## src/rtl/reset_req_responder.sv

```systemverilog
// Turns a level reset request into a synchronized, fixed-length reset pulse
// and closes a 4-phase req/ack handshake with the requester.
module reset_req_responder #(
   parameter int unsigned SYNC_STAGES = 2,
   parameter int unsigned PULSE_LEN   = 16,
   parameter int unsigned HOLDOFF     = 8,
   parameter int unsigned CNT_W       = 8
) (
   input  logic             clk,
   input  logic             rst_n,
   input  logic             req_i,
   output logic             rst_o,
   output logic             rst_o_n,
   output logic             ack_o,
   output logic             busy_o,
   output logic [CNT_W-1:0] req_count_o
);

   if (SYNC_STAGES < 2 || SYNC_STAGES > 4) begin : g_bad_sync
      $error("reset_req_responder: SYNC_STAGES must be 2..4");
   end
   if (PULSE_LEN < 1 || PULSE_LEN > 255) begin : g_bad_pulse
      $error("reset_req_responder: PULSE_LEN must be 1..255");
   end
   if (HOLDOFF > 255) begin : g_bad_holdoff
      $error("reset_req_responder: HOLDOFF must be 0..255");
   end

   localparam logic [7:0] PULSE_LOAD = 8'(PULSE_LEN - 1);
   localparam logic [7:0] HOLD_LOAD  = 8'(HOLDOFF - 1);

   typedef enum logic [1:0] {
      S_IDLE,
      S_ASSERT,
      S_HOLD,
      S_ACK
   } state_t;

   state_t                 state;
   logic [7:0]             cnt;
   logic [SYNC_STAGES-1:0] sync;
   logic                   req_s;

   always_ff @(posedge clk) begin
      if (!rst_n) begin
         sync <= '0;
      end else begin
         sync <= {sync[SYNC_STAGES-2:0], req_i};
      end
   end

   assign req_s = sync[SYNC_STAGES-1];

   // One counter serves both the pulse and the holdoff phase; outputs are
   // registered on the same edge as the state change they belong to.
   always_ff @(posedge clk) begin
      if (!rst_n) begin
         state       <= S_IDLE;
         cnt         <= '0;
         rst_o       <= 1'b0;
         rst_o_n     <= 1'b1;
         ack_o       <= 1'b0;
         busy_o      <= 1'b0;
         req_count_o <= '0;
      end else begin
         case (state)
            S_IDLE: begin
               if (req_s) begin
                  state   <= S_ASSERT;
                  cnt     <= PULSE_LOAD;
                  rst_o   <= 1'b1;
                  rst_o_n <= 1'b0;
                  busy_o  <= 1'b1;
               end
            end
            S_ASSERT: begin
               if (cnt == '0) begin
                  rst_o   <= 1'b0;
                  rst_o_n <= 1'b1;
                  if (HOLDOFF == 0) begin
                     state <= S_ACK;
                     ack_o <= 1'b1;
                     if (req_count_o != '1) req_count_o <= req_count_o + 1'b1;
                  end else begin
                     state <= S_HOLD;
                     cnt   <= HOLD_LOAD;
                  end
               end else begin
                  cnt <= cnt - 1'b1;
               end
            end
            S_HOLD: begin
               if (cnt == '0) begin
                  state <= S_ACK;
                  ack_o <= 1'b1;
                  if (req_count_o != '1) req_count_o <= req_count_o + 1'b1;
               end else begin
                  cnt <= cnt - 1'b1;
               end
            end
            S_ACK: begin
               if (!req_s) begin
                  state  <= S_IDLE;
                  ack_o  <= 1'b0;
                  busy_o <= 1'b0;
               end
            end
            default: begin
               state   <= S_IDLE;
               rst_o   <= 1'b0;
               rst_o_n <= 1'b1;
               ack_o   <= 1'b0;
               busy_o  <= 1'b0;
            end
         endcase
      end
   end

endmodule
```

## config.mk

```make
export PLATFORM = sky130hd
export DESIGN_NAME = reset_req_responder
export DESIGN_NICKNAME = d
export VERILOG_FILES = /design/src/rtl/reset_req_responder.sv
export SDC_FILE = /design/constraint.sdc
export NUM_CORES = 1
export LEC_CHECK = 0
export ABC_CLOCK_PERIOD_IN_PS = 1800
export BUFFER_PORTS_ARGS = -buffer_cell sky130_fd_sc_hd__buf_2
export CAP_MARGIN = 40
export CORE_UTILIZATION = 39
export DETAILED_ROUTE_END_ITERATION = 7
export GPL_TIMING_DRIVEN = 0
export PLACE_DENSITY_LB_ADDON = 0.1
export SLEW_MARGIN = 20
export SYNTH_ARGS = -nofsm -noshare
export SYNTH_HDL_FRONTEND = slang
export SYNTH_SLANG_ARGS = --single-unit
```

## constraint.sdc

```tcl
create_clock -name clk -period 1.8 [get_ports clk]
set_clock_uncertainty 0.15 [all_clocks]
set_input_delay 0.36 -clock clk [delete_from_list [all_inputs] [get_ports clk]]
set_output_delay 0.36 -clock clk [all_outputs]
set_load 0.02 [all_outputs]
```

# Yosys cells after proc, flatten, opt, wreduce, memory -nomap -nowiden
# Index checks and enable logic that the tools add are counted.
classes:
  add_sub_neg: 2
  eq_ne: 9
  n_mux: 18
  n_reduce_logical: 12
ops:
  columns: ["cell", "n"]
  rows:
  - ["$mux W8", 3]
  - ["$pmux W8 S3", 1]
  - ["$reduce_and A3 Y1", 5]
  - ["$ne A2 B2 Y1 const B", 5]
  - ["$add A8 B1 Y8 const B", 1]
  - ["$logic_not A8 Y1", 1]
  - ["$mux W2", 4]
  - ["$ne A8 B8 Y1 const B", 1]
  - ["$pmux W1 S2", 4]
  - ["$pmux W2 S4", 1]
  - ["$sub A8 B1 Y8 const B", 1]
  - ["$reduce_bool A2 Y1", 3]
  - ["$mux W1", 5]
  - ["$eq A2 B2 Y1 const B", 2]
  - ["$reduce_and A4 Y1", 1]
  - ["$reduce_bool A3 Y1", 1]
  - ["$eq A2 B1 Y1 const B", 1]
  - ["$logic_not A2 Y1", 1]
totals:
  ff_bits: 24
  inputBits: 3
  out_inout_bits: 12
  wordCells: 49

# Depth between registers and ports, before layout
depth:
  ltp_word: 3
  depth_mapped: 7
  mapped_depth_nobuf: 6

# Least setup slack after synthesis
# OpenSTA, ideal clock, no wires.
synth_timing:
  kind: "register -> register"
  from: "reg cnt[0]"
  to: "reg req_count_o[5]"
  setup_ns: 0.072
  t_arrival_ns: 1.733
  required_time_ns: 1.578
  setup_slack_ns: -0.155
  path_stages_with_launch: 8
  n_path_buf: 1
  synth_period_minus_slack_ns: 1.955
  path_cell_list: "dfxtp_1 > inv_1 > ha_1 > nor4bb_1 > nand2_1 > buf_2 > nor4_1 > mux2i_1"
synth_between:
  elab_chain_len: 2
synth_rtl:
  columns: ["element", "line", "source"]
  rows:
  - ["start: declaration", "40", "logic [7:0] cnt;"]
  - ["start signal: assignment", "89", "cnt <= cnt - 1'b1;"]
  - ["start signal: assignment", "98", "cnt <= cnt - 1'b1;"]
  - ["$logic_not A8 Y1", "93", "if (cnt == '0) begin"]
  - ["$reduce_and A3 Y1 (no line)", null, null]
  - ["end signal: assignment", "83", "if (req_count_o != '1) req_count_o <= req_count_o + 1'b1;"]
  - ["end signal: assignment", "96", "if (req_count_o != '1) req_count_o <= req_count_o + 1'b1;"]
  - ["end: declaration", "16", "output logic [CNT_W-1:0] req_count_o"]
# Every way passes these cells.
# A chain may end at the register's enable or synchronous reset.

# Worst setup path in the final report
layout_timing:
  from: "reg cnt[0]"
  to: "reg cnt[7]"
layout_between:
  elab_chain_len: 3
  elab_cells_between_ends: 7
  classes_between: "add/sub (1); eq/ne (1); mux (3); reduce/logical (2)"
layout_rtl:
  columns: ["element", "line"]
  rows:
  - ["$sub A8 B1 Y8 / $logic_not A8 Y1 (equally long branches)", null]
  - ["$mux W8, or another cell as far along", "93"]
  - ["$pmux W8 S3 / $reduce_and A3 Y1 (equally long branches)", null]
# Several ways; a longest one is shown, not always the timed one. The select of a mux whose other input is x is not followed.

==> metrics.md <==
| Metric | Value |
|---|---|
| Slew HR | `58.5%` |
| Lkg Pwr | `0.682 nW` |
| Final Critical Period | `1900 ps` |
| Max Cap Viol | `0` |
| Tcrit/Tclk final | `106%` |
| Synth Instances | `156` |
| Initial antenna violation count | `0` |
| Syn_nets | `165` |
| Routed WL | `3.29 mm` |
| DP Worst Slack | `-347 ps` |
| # DRC | `0` |
| Pwr Density | `1470 nW/µm²` |
| Clk Tree Root Cell | `clkbuf_4` |
| Die Area | `3570 µm²` |
| Core ar. | `3100 µm²` |
| First-pass GRT wire length | `5.24 mm` |
| FFs w/ async S/R, synth | `0%` |
| Ant diodes | `0` |
| ANT nets after route | `0` |
| Setup ws final | `-101 ps` |
| Vias | `1269` |
| Worst hold slack | `87.8 ps` |
| CTS tree | `built` |
| Final Net Count | `196` |
| Iteration count of the initial detailed-routing pass | `4` |
| Cell variety after synth | `41` |
| RSZ-0062 raised after global routing | `true` |
| Worst-Margin Slew | `622 ps` |
| Clock latency on the worst-skew pair | `320 ps` |
| Critical Path End Type | `flop` |
| Ports | `15` |
| FMAX | `526 MHz` |
| Dpl cell area | `1480 µm²` |
| Final Max Tran Viols | `0` |
| Total Power | `2.61 mW` |
| Max clock buf depth | `2` |
| Final setup violation count | `8` |
| Initial Util | `41.9%` |
| Sink Count | `24` |
| Slowest-stage cell, CP | `or4_4` |
| Routability cong. | `0.807` |
| Design area | `1780 µm²` |
| Status | `finished, violations left` |
| CP peak stage delay | `540 ps` |
| Mapped Area | `1300 µm²` |
| Max Fanout on Critical Path | `4` |
| Row count | `20` |
| Layout area overhead | `36.8%` |
| Routed len/inst | `14.3 µm` |
| Peak supply drop | `0.919 mV` |
| Startpoint Class | `flop` |
| Die height | `59.8 µm` |
| Fraction of layout cells with a size suffix above 1 | `38.7%` |
| Most used cell, CP | `or4_4` |
| DR vias/cell | `5.52` |
| Vias in the first global route | `1145` |
| Largest net degree at the start of global routing | `14` |
| Yosys reg bits | `24` |
| DP HPWL | `2.18 mm` |
| Total CTS buffers | `3` |
| CP Cell Sequence | `or4_4 > or4_4 > or2_0 > o211ai_2` |
| Die X | `59.8 µm` |
| WP data arrival | `2020 ps` |
| Synthesis warning total | `0` |
| Worst Path Required | `1910 ps` |
| Avg Inst Size Synth | `8.34 µm²` |
| Setup Crit Path Kind | `reg -> reg` |
| Failing checks | `negative setup slack` |
| Top FF cell, synth | `dfxtp_1` |
| Gr usage total | `19.5%` |
| Total Neg Setup Slack | `-385 ps` |
| Total grt overflow | `0` |
| Sequential area share after synthesis | `36.9%` |
| 1st-iter DRT viols | `37` |
| Final Hold Viols | `0` |
| Post-synth EDFFs | `0` |
| Port buffer count | `14` |
| CTS H-tree lvls | `1` |
| Clock slew at reported path FFs | `140 ps` |
| Hold WC Path Type | `in -> reg` |
[where the power goes]
part / switching (mW) / internal (mW)
sequential: 0.140 / 0.652
combinational: 0.732 / 0.790
clock: 0.171 / 0.124
total: 1.04 / 1.57
[metal layers]
metal | track usage [%] | wire [µm] | vias up
met4 | 8.64 | 58 | 0
met2 | 31.7 | 1620 | 23
met1 | 26.1 | 1530 | 594
li1 | - | - | 645
met3 | 1.95 | 71 | 7
met5 | 0 | 0 | -
[final timing paths]
check	start	depth (start not counted)	to	slack, ps
hold reg to reg	sync[0]	1	sync[1]	300
setup reg to reg	cnt[0]	4	cnt[7]	-100
hold / removal	req_i	2	sync[0]	90
setup / recovery	cnt[0]	4	cnt[7]	-100
[cell type report]
| type | instances | area (µm²) |
|---|---|---|
| tap | 44 | 55.1 |
| multi-input combinational | 118 | 958 |
| buffer | 5 | 27.5 |
| fill | 308 | 1320 |
| sequential | 24 | 497 |
| clock buffer | 4 | 36.3 |
| inverter | 8 | 35.0 |
| timing repair buffer | 27 | 171 |
[registers in the layout, indices dropped and copies added (netlist names)]
register,flops
cnt,8
req_count_o,8
state,2
sync,2
ack_o,1
busy_o,1
rst_o,1
rst_o_n,1
[metrics by stage]
step	utilization [%]	cells
global placement	47.7	214
floorplan	-	156
global route	57.4	230
finish	57.4	230
detailed placement	47.7	214
CTS	53.8	225
[cells in the mapped netlist (all sizes together) (3+ instances only)]
| cell | n | area [µm²] |
|---|---|---|
| nand2b | 3 | 18.8 |
| o21ai | 11 | 55.1 |
| o21a | 3 | 22.5 |
| o31ai | 3 | 22.5 |
| ha | 6 | 75.1 |
| nand2 | 11 | 41.3 |
| a21oi | 11 | 55.1 |
| nor4 | 3 | 18.8 |
| or4 | 5 | 41.3 |
| dfxtp | 24 | 480 |
| a31oi | 3 | 18.8 |
| inv | 8 | 30.0 |
| nor2 | 11 | 41.3 |
| a211oi | 3 | 22.5 |
| nor3 | 3 | 15.0 |
| nand3b | 3 | 22.5 |
| clkbuf | 5 | 18.8 |
| nand3 | 8 | 40.0 |
| and2 | 5 | 31.3 |
[placed cells by master, fill, tap and decap left out, drive strengths merged, types with 5 or more instances in the layout]
master / count
buf: 29
dfxtp: 24
a21oi: 11
nor2: 11
o21ai: 11
nand2: 11
nand3: 8
inv: 8
clkbuf: 7
ha: 6
and2: 5
or4: 5
[cell families after synthesis]
family	share of synthesized area [%]
and+or+nand+nor	27.5
AOI/OAI and AO/OA	24.1
DFF	36.9
buffers and inverters	4.13
adders and majority gates	5.77
muxes	1.54
[worst max-delay path, delay by kind of cell (launching register included)]
kind	cells	cell delay, ps
compound gates	1	130
flops	1	380
simple gates	3	1180
[what timing repair did]
action	in CTS	in global routing
setup endpoints to repair	20	20
hold buffers	0	0
pin swaps	8	7
gates resized for setup	22	20
buffers inserted	7	6
gates cloned	0	0
No activity file was read; power rests on OpenSTA's default activity.
